`config.mk`:
```
export PLATFORM = sky130hd
export DESIGN_NAME = cascade_sequencer
export DESIGN_NICKNAME = d
export VERILOG_FILES = /design/src/rtl/cascade_sequencer.sv
export SDC_FILE = /design/constraint.sdc
export NUM_CORES = 1
export LEC_CHECK = 0
export CELL_PAD_IN_SITES_DETAIL_PLACEMENT = 0
export CELL_PAD_IN_SITES_GLOBAL_PLACEMENT = 1
export CORE_MARGIN = 1.5
export CORE_UTILIZATION = 48
export CTS_CLUSTER_SIZE = 10
export DETAILED_ROUTE_END_ITERATION = 10
export DONT_BUFFER_PORTS = 1
export PLACE_DENSITY = 0.92
export SYNTH_ARGS = -nofsm -noshare
export SYNTH_HDL_FRONTEND = slang
export SYNTH_SLANG_ARGS = --single-unit
```
`constraint.sdc`:
```
create_clock -name clk -period 3.27 [get_ports clk]
set_input_delay 0.327 -clock clk [delete_from_list [all_inputs] [get_ports clk]]
set_output_delay 0.327 -clock clk [all_outputs]
set_load 0.005 [all_outputs]
```
`src/rtl/cascade_sequencer.sv`:
```
// cascade_sequencer
//   Clocked cascade/INTA sequencer for an 8259-style interrupt controller.
//   Tracks the INTA pulse train (2 pulses in 8086 mode, 3 in 8080 mode).
//   As master it drives the CAS bus with the granted IR level.
//   As slave it latches whether the CAS bus addresses this device.
//   It also tells the data-bus buffer which byte this device drives on each pulse.
//   A pulse-gap timeout aborts a stalled sequence.
//
// Parameters
//   CAS_W    cascade bus width; number of slaves is 2**CAS_W
//   TIMEOUT  max clk cycles inta_n may stay high between pulses before abort
//
// Ports
//   clk, rst     rising-edge clock, synchronous active-high reset
//   inta_n       INTA (already synchronised), active low
//   sp_en_n      role when not buffered: 1 = master, 0 = slave
//   buf_mode     buffered mode; role then comes from buf_ms
//   buf_ms       buffered-mode role: 1 = master, 0 = slave
//   cfg_sngl     single mode: no cascade, CAS never driven
//   cfg_mode86   1 = 8086 (2 pulses), 0 = 8080 (3 pulses)
//   cfg_slv      master ICW3: bit i set = slave on IR i
//   slave_id     slave ICW3 ID
//   ack_level    IR level granted by the priority resolver
//   cas_in       CAS bus as seen on the pins
//   cas_out      CAS value driven as master
//   cas_oe       CAS output enable
//   cas_match    slave: latched cas_in == slave_id
//   vec_rd_en    this device drives the data bus during this pulse
//   byte_sel     0 = CALL opcode, 1 = vector low / 8086 vector, 2 = vector high
//   seq_done     one-cycle pulse after the final INTA rising edge
//   seq_abort    one-cycle pulse on pulse-gap timeout
//
// Optional build macro CAS_PARITY_EN
//   Adds cas_par_out (even parity of cas_out, gated by cas_oe) and cas_par_in.
//   With the macro, a slave only matches when the CAS bus and its parity bit
//   together carry even parity.

module cascade_sequencer #(
  parameter int CAS_W   = 3,
  parameter int TIMEOUT = 15
) (
  input  logic                clk,
  input  logic                rst,
  input  logic                inta_n,
  input  logic                sp_en_n,
  input  logic                buf_mode,
  input  logic                buf_ms,
  input  logic                cfg_sngl,
  input  logic                cfg_mode86,
  input  logic [2**CAS_W-1:0] cfg_slv,
  input  logic [CAS_W-1:0]    slave_id,
  input  logic [CAS_W-1:0]    ack_level,
  input  logic [CAS_W-1:0]    cas_in,
  output logic [CAS_W-1:0]    cas_out,
  output logic                cas_oe,
  output logic                cas_match,
  output logic                vec_rd_en,
  output logic [1:0]          byte_sel,
  output logic                seq_done,
  output logic                seq_abort
`ifdef CAS_PARITY_EN
  ,
  output logic                cas_par_out,
  input  logic                cas_par_in
`endif
);

  localparam int GW = (TIMEOUT < 2) ? 1 : $clog2(TIMEOUT + 1);
  localparam logic [GW-1:0] GAP_LAST = GW'(TIMEOUT - 1);
  localparam logic [GW-1:0] GAP_ONE  = GW'(1);

  typedef enum logic [2:0] {
    S_IDLE,
    S_PULSE,
    S_GAP,
    S_DONE,
    S_ABORT
  } state_t;

  state_t           r_state;
  state_t           w_state_nxt;
  logic [1:0]       r_k;
  logic [1:0]       w_k_nxt;
  logic [GW-1:0]    r_gap;
  logic [GW-1:0]    w_gap_nxt;
  logic             w_start;

  logic             r_inta_q;
  logic             r_master;
  logic             r_casc;
  logic             r_mode86;
  logic             r_cas_match;
  logic [CAS_W-1:0] r_lvl;

  logic             w_fall;
  logic             w_rise;
  logic             w_master;
  logic             w_casc;
  logic             w_id_ok;
  logic [1:0]       w_last_k;
  logic             w_active;
  logic             w_owner;

  assign w_fall   = r_inta_q & ~inta_n;
  assign w_rise   = ~r_inta_q & inta_n;
  assign w_master = buf_mode ? buf_ms : sp_en_n;
  assign w_casc   = ~cfg_sngl & cfg_slv[ack_level];

`ifdef CAS_PARITY_EN
  assign w_id_ok     = (cas_in == slave_id) & ~(^{cas_in, cas_par_in});
  assign cas_par_out = cas_oe & (^cas_out);
`else
  assign w_id_ok     = (cas_in == slave_id);
`endif

  // Mode is taken from the value latched at the first fall, not the live input.
  assign w_last_k = r_mode86 ? 2'd2 : 2'd3;
  assign w_active = (r_state == S_PULSE) || (r_state == S_GAP) || (r_state == S_DONE);
  // Device that owns the vector bytes: an uncascaded master, or the addressed slave.
  assign w_owner  = (r_master & ~r_casc) | (~r_master & r_cas_match);

  always_comb begin
    w_state_nxt = r_state;
    w_k_nxt     = r_k;
    w_gap_nxt   = r_gap;
    w_start     = 1'b0;
    case (r_state)
      S_IDLE: begin
        if (w_fall) begin
          w_state_nxt = S_PULSE;
          w_k_nxt     = 2'd1;
          w_gap_nxt   = '0;
          w_start     = 1'b1;
        end
      end
      S_PULSE: begin
        if (w_rise) begin
          w_state_nxt = (r_k == w_last_k) ? S_DONE : S_GAP;
        end
      end
      S_GAP: begin
        // A pulse arriving on the timeout cycle still counts.
        if (w_fall) begin
          w_state_nxt = S_PULSE;
          w_k_nxt     = r_k + 2'd1;
          w_gap_nxt   = '0;
        end else if (r_gap == GAP_LAST) begin
          w_state_nxt = S_ABORT;
          w_k_nxt     = '0;
          w_gap_nxt   = '0;
        end else begin
          w_gap_nxt   = r_gap + GAP_ONE;
        end
      end
      // Falls seen here are dropped; a new sequence needs IDLE first.
      S_DONE, S_ABORT: begin
        w_state_nxt = S_IDLE;
        w_k_nxt     = '0;
        w_gap_nxt   = '0;
      end
      default: begin
        w_state_nxt = S_IDLE;
        w_k_nxt     = '0;
        w_gap_nxt   = '0;
      end
    endcase
  end

  always_ff @(posedge clk) begin
    // Plain sample of inta_n; not reset so a low inta_n at reset release
    // does not look like a fresh falling edge.
    r_inta_q <= inta_n;
    if (rst) begin
      r_state     <= S_IDLE;
      r_k         <= '0;
      r_gap       <= '0;
      r_master    <= 1'b0;
      r_casc      <= 1'b0;
      r_mode86    <= 1'b0;
      r_cas_match <= 1'b0;
    end else begin
      r_state <= w_state_nxt;
      r_k     <= w_k_nxt;
      r_gap   <= w_gap_nxt;
      if (w_start) begin
        r_master    <= w_master;
        r_casc      <= w_casc;
        r_mode86    <= cfg_mode86;
        r_cas_match <= ~w_master & w_id_ok;
      end
    end
  end

  // Level is only observed while the sequence is active, so it needs no reset.
  always_ff @(posedge clk) begin
    if (w_start) begin
      r_lvl <= ack_level;
    end
  end

  always_comb begin
    cas_oe    = w_active & r_master & r_casc;
    cas_out   = cas_oe ? r_lvl : '0;
    cas_match = w_active & r_cas_match;
    seq_done  = (r_state == S_DONE);
    seq_abort = (r_state == S_ABORT);
    vec_rd_en = 1'b0;
    byte_sel  = 2'd0;
    if (r_state == S_PULSE) begin
      if (r_mode86) begin
        if ((r_k == 2'd2) && w_owner) begin
          vec_rd_en = 1'b1;
          byte_sel  = 2'd1;
        end
      end else begin
        case (r_k)
          // CALL opcode always comes from the master, cascaded or not.
          2'd1: begin
            if (r_master) begin
              vec_rd_en = 1'b1;
              byte_sel  = 2'd0;
            end
          end
          2'd2: begin
            if (w_owner) begin
              vec_rd_en = 1'b1;
              byte_sel  = 2'd1;
            end
          end
          2'd3: begin
            if (w_owner) begin
              vec_rd_en = 1'b1;
              byte_sel  = 2'd2;
            end
          end
          default: begin
            vec_rd_en = 1'b0;
            byte_sel  = 2'd0;
          end
        endcase
      end
    end
  end

endmodule

```
# After elaboration in Yosys (flattened, before gate mapping)
# Index checks and enable logic that the tools add are counted.
[word_totals]
reg_bits = 17
wordCells = 83
[classes]
n_addsub = 2
magnitude_cmp = 1
n_eq_ne = 13
n_mux = 33
n_bitwise = 17
n_reduce_logical = 8
[op_table]
columns = ["cell", "count"]
rows = [
  ["two-way mux 3 bit", 5],
  ["two-way mux 1 bit", 13],
  ["two-way mux 2 bit", 6],
  ["two-way mux 4 bit", 3],
  ["one-hot mux 4 bit (3 select lines)", 1],
  ["bitwise AND 1 bit", 9],
  ["one-hot mux 3 bit (3 select lines)", 1],
  ["inverter 1 bit", 7],
  ["equality test 3 x 2 -> 1 bit, second input constant", 2],
  ["one-hot mux 2 bit (3 select lines)", 1],
  ["AND reduction 3 bit", 2],
  ["adder 4 x 1 -> 4 bit, second input constant", 1],
  ["equality test 2 bit, second input constant", 2],
  ["equality test 4 bit, second input constant", 1],
  ["less-than comparator 3 x 4 -> 1 bit, second input constant", 1],
  ["inequality test 2 bit, second input constant", 2],
  ["one-hot mux 2 bit (2 select lines)", 1],
  ["binary-select mux 1 bit (select 3 bit)", 1],
  ["equality test 3 x 1 -> 1 bit, second input constant", 1],
  ["equality test 3 bit", 1],
  ["equality test 3 bit, second input constant", 1],
  ["zero test 3 bit", 1],
  ["inequality test 3 x 2 -> 1 bit, second input constant", 1],
  ["adder 2 x 1 -> 2 bit, second input constant", 1],
  ["other kinds (8)", 9],
]

# Logic depth before layout (Yosys ltp)
# Gate-level depths: netlist (run 1).
[depth]
word_depth = 7
mapped_depth = 6

# Worst setup path before layout (run 1)
# No wires, ideal clock.
[synth_timing]
kind = "register to output"
startpoint = "register r_state[2]"
endpoint = "output port cas_out[0]"
arrival_time_ns = 1.045
t_required_ns = 2.943
slack_ns = 1.898
path_stages_with_launch = 4
cell_sequence = "dfxtp_1 -> clkbuf_1 -> nor3_1 -> and2_1"
[synth_between]
elab_chain_cells = 6
[synth_lines]
columns = ["element", "line", "source"]
rows = [
  ["start, declared", "80", "state_t r_state;"],
  ["start signal, assigned", "182", "r_state <= w_state_nxt;"],
  ["equality test 3 x 1 -> 1 bit / equality test 3 x 2 -> 1 bit (equally long branches)", "118", "assign w_active = (r_state == S_PULSE) || (r_state == S_GAP) || (r_state == S_DONE);"],
  ["logical OR 1 bit", "118", ""],
  ["logical OR 1 bit *", "118", ""],
  ["bitwise AND 1 bit * (2 in series)", "202", "cas_oe = w_active & r_master & r_casc;"],
  ["named net cas_oe", "55", "output logic cas_oe,"],
  ["two-way mux 3 bit *", "203", "cas_out = cas_oe ? r_lvl : '0;"],
  ["end, declared", "54", "output logic [CAS_W-1:0] cas_out,"],
]
# The timed path passes the listed nets; every way through them passes the cells marked *.

# Final worst setup path (run 1)
[layout_timing]
startpoint = "register r_state[1]"
endpoint = "output port cas_out[2]"
# The elaborated chain is that of the path after synthesis.

==> results.toml, run 1 <==
[critical_path]
reg2regPathDepth = 3
critPathMaxFanout = 15
cp_data_required_time_ps = 2940
worstPathArrival_ps = 1720
crit_path_cell_trace = "nor2_1 > nor3_1 > and2_1"
worstSetupStartpointType = "register"
rrSetupSlack_ps = 1750
max_stage_delay_ps = 660
reg2reg_to = "r_master"
worstSetupStartpoint = "r_state[1]"
worstSetupEndpointType = "output port"
r2r_start = "r_state[1]"
crit_slowest_cell = "dfxtp_1"
path_class = "register to output port"

[timing]
fin_hold_ws_ps = 50.2
rsz0062_at_grt = "no"
relSlewSlack = 0.625
tns_ps = 0
tightest_slew_ps = 558
fin_crit_sh = 0.626
layout_setup_ws_ps = 1220
setup_violations = 0
max_freq_mhz = 488
slew_violations = 0
finalClockSkew_ps = 2.80
period_needed_ps = 2050
hold_violations = 0

[clock_network]
cts.clk_slew.worst_paths_ps = 100
post_cts_resize_count = 0
htreeDepth = 1
hold_buffers = 0
cts_buffers = 3
cts.sinks = 17
cts_root_buf = "clkbuf_4"
cts_tree = "built"
worstSkewPairLatency_ps = 290
cts_post_setup_buffers_inserted = 0
clock_path_buffers = 2

[placed_design]
place_inst = 143
place_hpwl_um = 1530
dp_slack_ps = 1520
place.gp.congestion = 0.748
portBuffers = 0
placed_area_mm2 = 0.00109

[die]
design.die.area_mm2 = 0.00255
die_x_um = 50.5
core-area_mm2 = 0.00217
start_util = 0.500
ios = 35
rows = 17
die_h_um = 50.5

[route]
routedWlPerCell_um = 13.4
viasPerCell = 5.67
drtIter0Drc = 5
wirelength_um = 1970
vias = 834
drtPass1Iterations = 4
post-route-drc-count = 0
antenna_left = 0

[synth]
synth.area.top_cells = "dfxtp_1 (26%), edfxtp_1 (8.3%), ha_1 (6.9%)"
synth_common_cells = "dfxtp_1 (14), nor2_1 (12), a21oi_1 (7)"
ys_seq_elements = 17
syn_area_mm2 = 0.00108
ys.warnings.count = 0
synth_flop_cell = "dfxtp_1"
synth_edf_count = 3
synthDistinctLibCells = 38
synth_top_area_cell = "dfxtp_1"
synth_cells = 120
yosysSeqAreaShare = 0.341
yosysMostFrequentCell = "dfxtp_1"
synth_nets = 151
async_flop_share = 0
synth.avg_cell_area_um2 = 9.04
synth_top_area_frac = 0.258

[grt]
antenna_found_initial = 0
grt_first_pass_wirelength_um = 3330
gr-total-overflow = 0
first_global_vias = 759
grt.total_usage = 0.172
grt_max_degree = 16

[worst_hold_path]
hold_start = "inta_n"
holdCritPathClass = "input port to register"
whs_path_depth = 0
hold_end = "r_inta_q"

[power_and_ir_drop]
vdd_ir_drop_max_mv = 0.204
seqPwrFrac = 0.576
power_density_mw_per_mm2 = 373
p_sw_frac = 0.278
p_switching_w = 0.000116
pwr-share-clk = 0.277
p_comb_frac = 0.148
p_int_w = 0.000301
p_leak_nw = 0.423

[run_status]
status = "finished, final reports clean"

[layout]
area_delta_synth_final_pct = 3.11
nets = 151
num_antenna_cells = 0
finalInstanceArea_mm2 = 0.00112
drive_gt1_frac = 0.0840
fillers = 233
final_cells = 147

[job]
cap_viol_max_count = 0
[logic make-up after synthesis]
group / count (synthesis) / synth area share
XOR/XNOR: 7 / 0.0565
adder cells (fa/ha/maj): 6 / 0.0692
buffers and inverters: 10 / 0.0438
multiplexers: 6 / 0.0669
AO/OA/AOI/OAI: 24 / 0.138
AND/OR/NAND/NOR: 50 / 0.284
flip-flops: 17 / 0.341
[per-layer routing]
metal  vias to the layer above  wire (um)  share of wire  GRT usage
li1                        423          -              -          -
met1                       386        883           0.45      0.223
met2                        21        965           0.49      0.276
met3                         4         97          0.049     0.0446
met4                         0         25          0.013     0.0586
met5                         -          0              0          0
[layout make-up]
type | count | area, um^2 | share of cell area
Inverter | 5 | 18.8 | 0.0168
Tap cell | 28 | 35.0 | 0.0313
Sequential cell | 17 | 370 | 0.331
Clock inverter | 1 | 5.00 | 0.00447
Multi-Input combinational cell | 93 | 667 | 0.596
Clock buffer | 3 | 22.5 | 0.0201
[critical path, delay by kind of cell, from the launching register on]
family / cells / cell delay (ps)
AND/OR/NAND/NOR: 3 / 760
flip-flops: 1 / 660
[registers in the layout (all words and copies together), names as in the netlist]
| signal | flops |
|---|---|
| r_inta_q | 1 |
| r_casc | 1 |
| r_gap | 4 |
| r_k | 2 |
| r_state | 3 |
| r_lvl | 3 |
| r_mode86 | 1 |
| r_master | 1 |
| r_cas_match | 1 |
[metrics by stage]
| stage | utilization | total power, W |
|---|---|---|
| 2_1_floorplan | - | 0.000299 |
| 3_3_place_gp | 0.503 | 0.000305 |
| 3_5_place_dp | 0.503 | 0.000308 |
| 4_1_cts | 0.516 | 0.000421 |
| 5_1_grt | 0.516 | 0.000441 |
| 6_report | 0.516 | 0.000417 |
[power by group through the flow]
stage | clock [W] | sequential [W] | combinational (W)
after floorplan | 0 | 0.000238 | 0.0000604
after global placement | 0 | 0.000245 | 0.0000607
after detailed placement | 0 | 0.000246 | 0.0000620
after CTS | 0.000118 | 0.000241 | 0.0000623
after global routing | 0.000128 | 0.000243 | 0.0000694
final | 0.000116 | 0.000240 | 0.0000616
[cells in the final DEF, fill, tap and decap left out, drive strengths merged, types with 4 or more instances in the layout]
master  count
dfxtp      14
nor2       12
a21oi       7
nand2       6
o21ai       6
ha          6
nand2b      6
inv         5
nand3       5
mux2i       5
and2        4
xor2        4
nor3b       4
[how the worst max path moves through the flow]
stage,endpoint,cells past startpoint,slack [ps]
detailed placement,cas_out[2],3,1520
global placement,cas_out[0],3,1590
CTS,cas_out[2],3,1190
global route,cas_out[2],3,1040
floorplan,cas_out[0],3,1900
finish,cas_out[2],3,1220
Note: power is estimated with default switching activity, not from simulation.
==> inputs of run 2 (changes only) <==
Settings changed: CORE_UTILIZATION 48 to 45, PLACE_DENSITY 0.92 to 0.88.
Clock period 3.27 ns to 2.1 ns, I/O delays scaled along.
==> run 2 against run 1 <==
Effect of this change:
- die area rose by 6.3%
- worst setup slack worse by 900 ps
- final cell count increased by 3.4%
- utilization up 0.50 points
- combinational power rose by 75%
- clock power is 52% higher
- critical path type unchanged
==> results.toml, run 2 (same netlist as run 1, synthesis figures left out) <==
[route]
drtPass1Iterations = 4
antenna_left = 0
wl_met3_um = 95
vias = 853
met1_length_um = 1020
top_layer = "met4"
post-route-drc-count = 0
wirelength_um = 2210
drtIter0Drc = 13
routedWlPerCell_um = 14.6
viasPerCell = 5.61
dr_wl_met2_um = 1080

[timing]
fin_crit_sh = 0.849
relSlewSlack = 0.595
rsz0062_at_grt = "no"
setup_violations = 0
slew_violations = 0
hold_violations = 0
tns_ps = 0
finalClockSkew_ps = 1.32
tightest_slew_ps = 604
fin_hold_ws_ps = 70.1
max_freq_mhz = 561
period_needed_ps = 1780

[layout]
largest_reg_flops = 4
num_antenna_cells = 0
nets = 156
final_common_cell = "dfxtp_1"
drive_gt1_frac = 0.0887
reg_top3 = "r_gap: 4 flops, r_lvl: 3 flops, r_state: 3 flops"
largest-register = "r_gap"
layout_common_cells = "dfxtp_1 (13), nor2_1 (12), a21oi_1 (7)"
area_delta_synth_final_pct = 8.19

[die]
core-area_mm2 = 0.00225
ios = 35
start_util = 0.481
die_x_um = 52.1
design.die.area_mm2 = 0.00271
die_h_um = 52.1
rows = 17

[grt]
antenna_found_initial = 0
grt_first_pass_wirelength_um = 3570
grt.total_usage = 0.179
first_global_vias = 817
gr-total-overflow = 0
grt_max_degree = 16

[critical_path]
worstSetupEndpointType = "output port"
worstPathArrival_ps = 1570
critPathMaxFanout = 14
reg2regPathDepth = 3
worstSetupStartpointType = "register"
cp_data_required_time_ps = 1890
path_class = "register to output port"

[power_and_ir_drop]
power_density_mw_per_mm2 = 561
vdd_ir_drop_max_mv = 0.302
p_leak_nw = 0.443

[clock_network]
cts_buffers = 3
worstSkewPairLatency_ps = 290
cts_tree = "built"
cts.sinks = 17
cts.clk_slew.worst_paths_ps = 100
cts_post_setup_buffers_inserted = 0
htreeDepth = 1
clock_path_buffers = 2
cts_root_buf = "clkbuf_4"

[placed_design]
portBuffers = 0
place_hpwl_um = 1600
place.gp.congestion = 0.724

[worst_hold_path]
whs_path_depth = 2
holdCritPathClass = "input port to register"

[run_status]
status = "finished, final reports clean"

[job]
cap_viol_max_count = 0
[run 2: where the power goes]
part,switching [W],internal [W],total (W),leakage [nW]
Sequential,0.0000256,0.000349,0.000375,0.143
Clock,0.000102,0.0000739,0.000176,0.0150
Combinational,0.0000523,0.0000556,0.000108,0.285
[run 2: worst max-delay path: stages (launching register included)]
cell and delay, ps:
dfxtp_1 630, nor2_1 160, nor3_2 300, and2_1 200
[run 2: area by class of cell]
type                            count  area [um^2]
Timing Repair Buffer                5         50.0
Inverter                            5         18.8
Sequential cell                    17          372
Fill cell                         246         1080
Multi-Input combinational cell     93          672
Clock buffer                        4         26.3
Tap cell                           28         35.0
[run 2: worst paths after layout]
check	from	end	slack, ps
setup / recovery	r_state[0]	cas_out[1]	320
hold / removal	cfg_mode86	r_mode86	70
setup reg to reg	r_state[0]	r_mode86	580
hold reg to reg	r_cas_match	r_cas_match	500
[run 2: what timing repair did]
item                       in CTS  in global routing
setup endpoints to repair       0                  3
gates resized for setup         0                  2
hold buffers                    2                  3
hold endpoints to repair        6                  3
[run 2: per-layer routing]
metal	GRT usage	vias up
met4	0.0482	0
met3	0.0690	2
met1	0.222	405
met5	0	-
li1	-	436
met2	0.287	10
[run 2: stage by stage]
stage                     cells   util  worst slack [ps]  cell area (um^2)  power, W
after floorplan             120      -               740              1080  0.000465
after global placement      143  0.484               509              1090  0.000476
after detailed placement    143  0.484               467              1090  0.000479
after CTS                   149  0.504               124              1140  0.000659
final                       152  0.521               318              1170  0.000658
after global routing        152  0.521               154              1170  0.000693
==> inputs of run 3 (changes only) <==
Settings changed: CORE_UTILIZATION 45 to 40, PLACE_DENSITY 0.88 to 0.83.
Clock period 2.1 ns to 1.6 ns, I/O delays scaled along.
==> run 3 against run 2 <==
Effect of this change:
- hold slack lost 47 ps
- via count grew 3.8%
- sequential share of layout area shrank 0.92 points
- clock-buffer cell count is the same
- utilization shrank 3.5 points
- die area grew 12%
- worst setup slack lost 210 ps
- total power grew 34%
- final cell count grew 4.6%
- sequential cell count is the same
- first-iteration DRC count grew 46%
==> results.toml, run 3 (same netlist as run 1, synthesis figures left out) <==
[clock_network]
cts_buffers = 3
worstSkewPairLatency_ps = 290
clock_path_buffers = 2
htreeDepth = 1
cts_post_setup_buffers_inserted = 0
cts_root_buf = "clkbuf_4"
cts_tree = "built"
cts.sinks = 17
cts.clk_slew.worst_paths_ps = 100

[route]
routedWlPerCell_um = 14.1
drtPass1Iterations = 4
antenna_left = 0
wirelength_um = 2240
vias = 885
drtIter0Drc = 19
post-route-drc-count = 0
viasPerCell = 5.57

[placed_design]
place.gp.congestion = 0.780
portBuffers = 0
place_hpwl_um = 1680
dp_slack_ps = 106

[critical_path]
crit_slowest_cell = "dfxtp_4"
r2r_start = "r_gap[0]"
crit_path_cell_trace = "nor2_1 > nor3_1 > buf_4 > and2_1"
cp_data_required_time_ps = 1440
worstPathArrival_ps = 1330
crit_buf_inv = 1
critPathMaxFanout = 11
worstSetupStartpoint = "r_state[0]"
crit_family = "simple AND/OR/NAND/NOR gates"
worstSetupStartpointType = "register"
worstSetupEndpointType = "output port"
path_class = "register to output port"
max_stage_delay_ps = 430

[grt]
gr-total-overflow = 0
grt_first_pass_wirelength_um = 3610
first_global_vias = 825
grt_max_degree = 14
grt.total_usage = 0.168
antenna_found_initial = 0

[timing]
layout_setup_ws_ps = 108
tightest_slew_ps = 440
relSlewSlack = 0.705
slew_violations = 0
setup_violations = 0
period_needed_ps = 1490
fin_hold_ws_ps = 23.5
fin_crit_sh = 0.932
finalClockSkew_ps = 2.47
max_freq_mhz = 670
tns_ps = 0
rsz0062_at_grt = "no"
hold_violations = 0

[layout]
drive_gt1_frac = 0.140
fillers = 261
nets = 161
final_common_cell = "nor2_1"
multi_input_area_um2 = 678
num_antenna_cells = 0
regArea_um2 = 377
area_delta_synth_final_pct = 12.9
reg_top3 = "r_gap: 4 flops, r_lvl: 3 flops, r_state: 3 flops"
largest_reg_flops = 4
largest-register = "r_gap"
layout_common_cells = "nor2_1 (12), dfxtp_1 (11), a21oi_1 (7)"

[power_and_ir_drop]
p_leak_nw = 0.469
vdd_ir_drop_max_mv = 0.598
power_density_mw_per_mm2 = 721

[worst_hold_path]
hold_start = "cfg_mode86"
holdCritPathClass = "input port to register"

[die]
die_x_um = 55.1
design.die.area_mm2 = 0.00303
ios = 35
core-area_mm2 = 0.00252
rows = 18
start_util = 0.430
die_h_um = 55.1

[run_status]
status = "finished, final reports clean"

[job]
cap_viol_max_count = 0
-- run 3: stage by stage --
step | instance area (um^2) | std cells | util | power [W]
finish | 1220 | 159 | 0.486 | 0.000883
floorplan | 1080 | 120 | - | 0.000611
detailed placement | 1130 | 150 | 0.448 | 0.000639
CTS | 1210 | 159 | 0.480 | 0.000881
global placement | 1130 | 150 | 0.448 | 0.000634
global route | 1220 | 159 | 0.486 | 0.000929
-- run 3: layer usage --
layer | up-vias | share of wire | GRT usage
met5 | - | 0 | 0
li1 | 445 | - | -
met3 | 2 | 0.031 | 0.0296
met4 | 0 | 0.0071 | 0.0772
met1 | 421 | 0.45 | 0.221
met2 | 17 | 0.51 | 0.268
-- run 3: what timing repair did --
action	CTS	global route
hold buffers	5	0
hold endpoints to repair	9	0
cloned	0	0
gates resized for setup	2	4
setup endpoints to repair	4	5
-- run 3: path summary, 6_finish.rpt --
check | to | slack, ps | depth (start not counted)
setup / recovery | cas_out[1] | 110 | 4
hold / removal | r_mode86 | 20 | 2
hold reg to reg | r_cas_match | 490 | 2
setup reg to reg | r_state[0] | 150 | 6
-- run 3: final cells by class --
cell class	count	share of cell area
Multi-Input combinational cell	93	0.554
Sequential cell	17	0.307
Timing Repair Buffer	10	0.0715
Tap cell	30	0.0306
Clock buffer	4	0.0215
Inverter	5	0.0153
-- run 3: report_power, final --
group,leakage [nW],switching (W),internal (W),total [W]
clock,0.0150,0.000140,0.0000970,0.000237
combinational,0.310,0.0000722,0.0000844,0.000157
sequential,0.144,0.0000296,0.000459,0.000489
total,0.469,0.000242,0.000641,0.000883
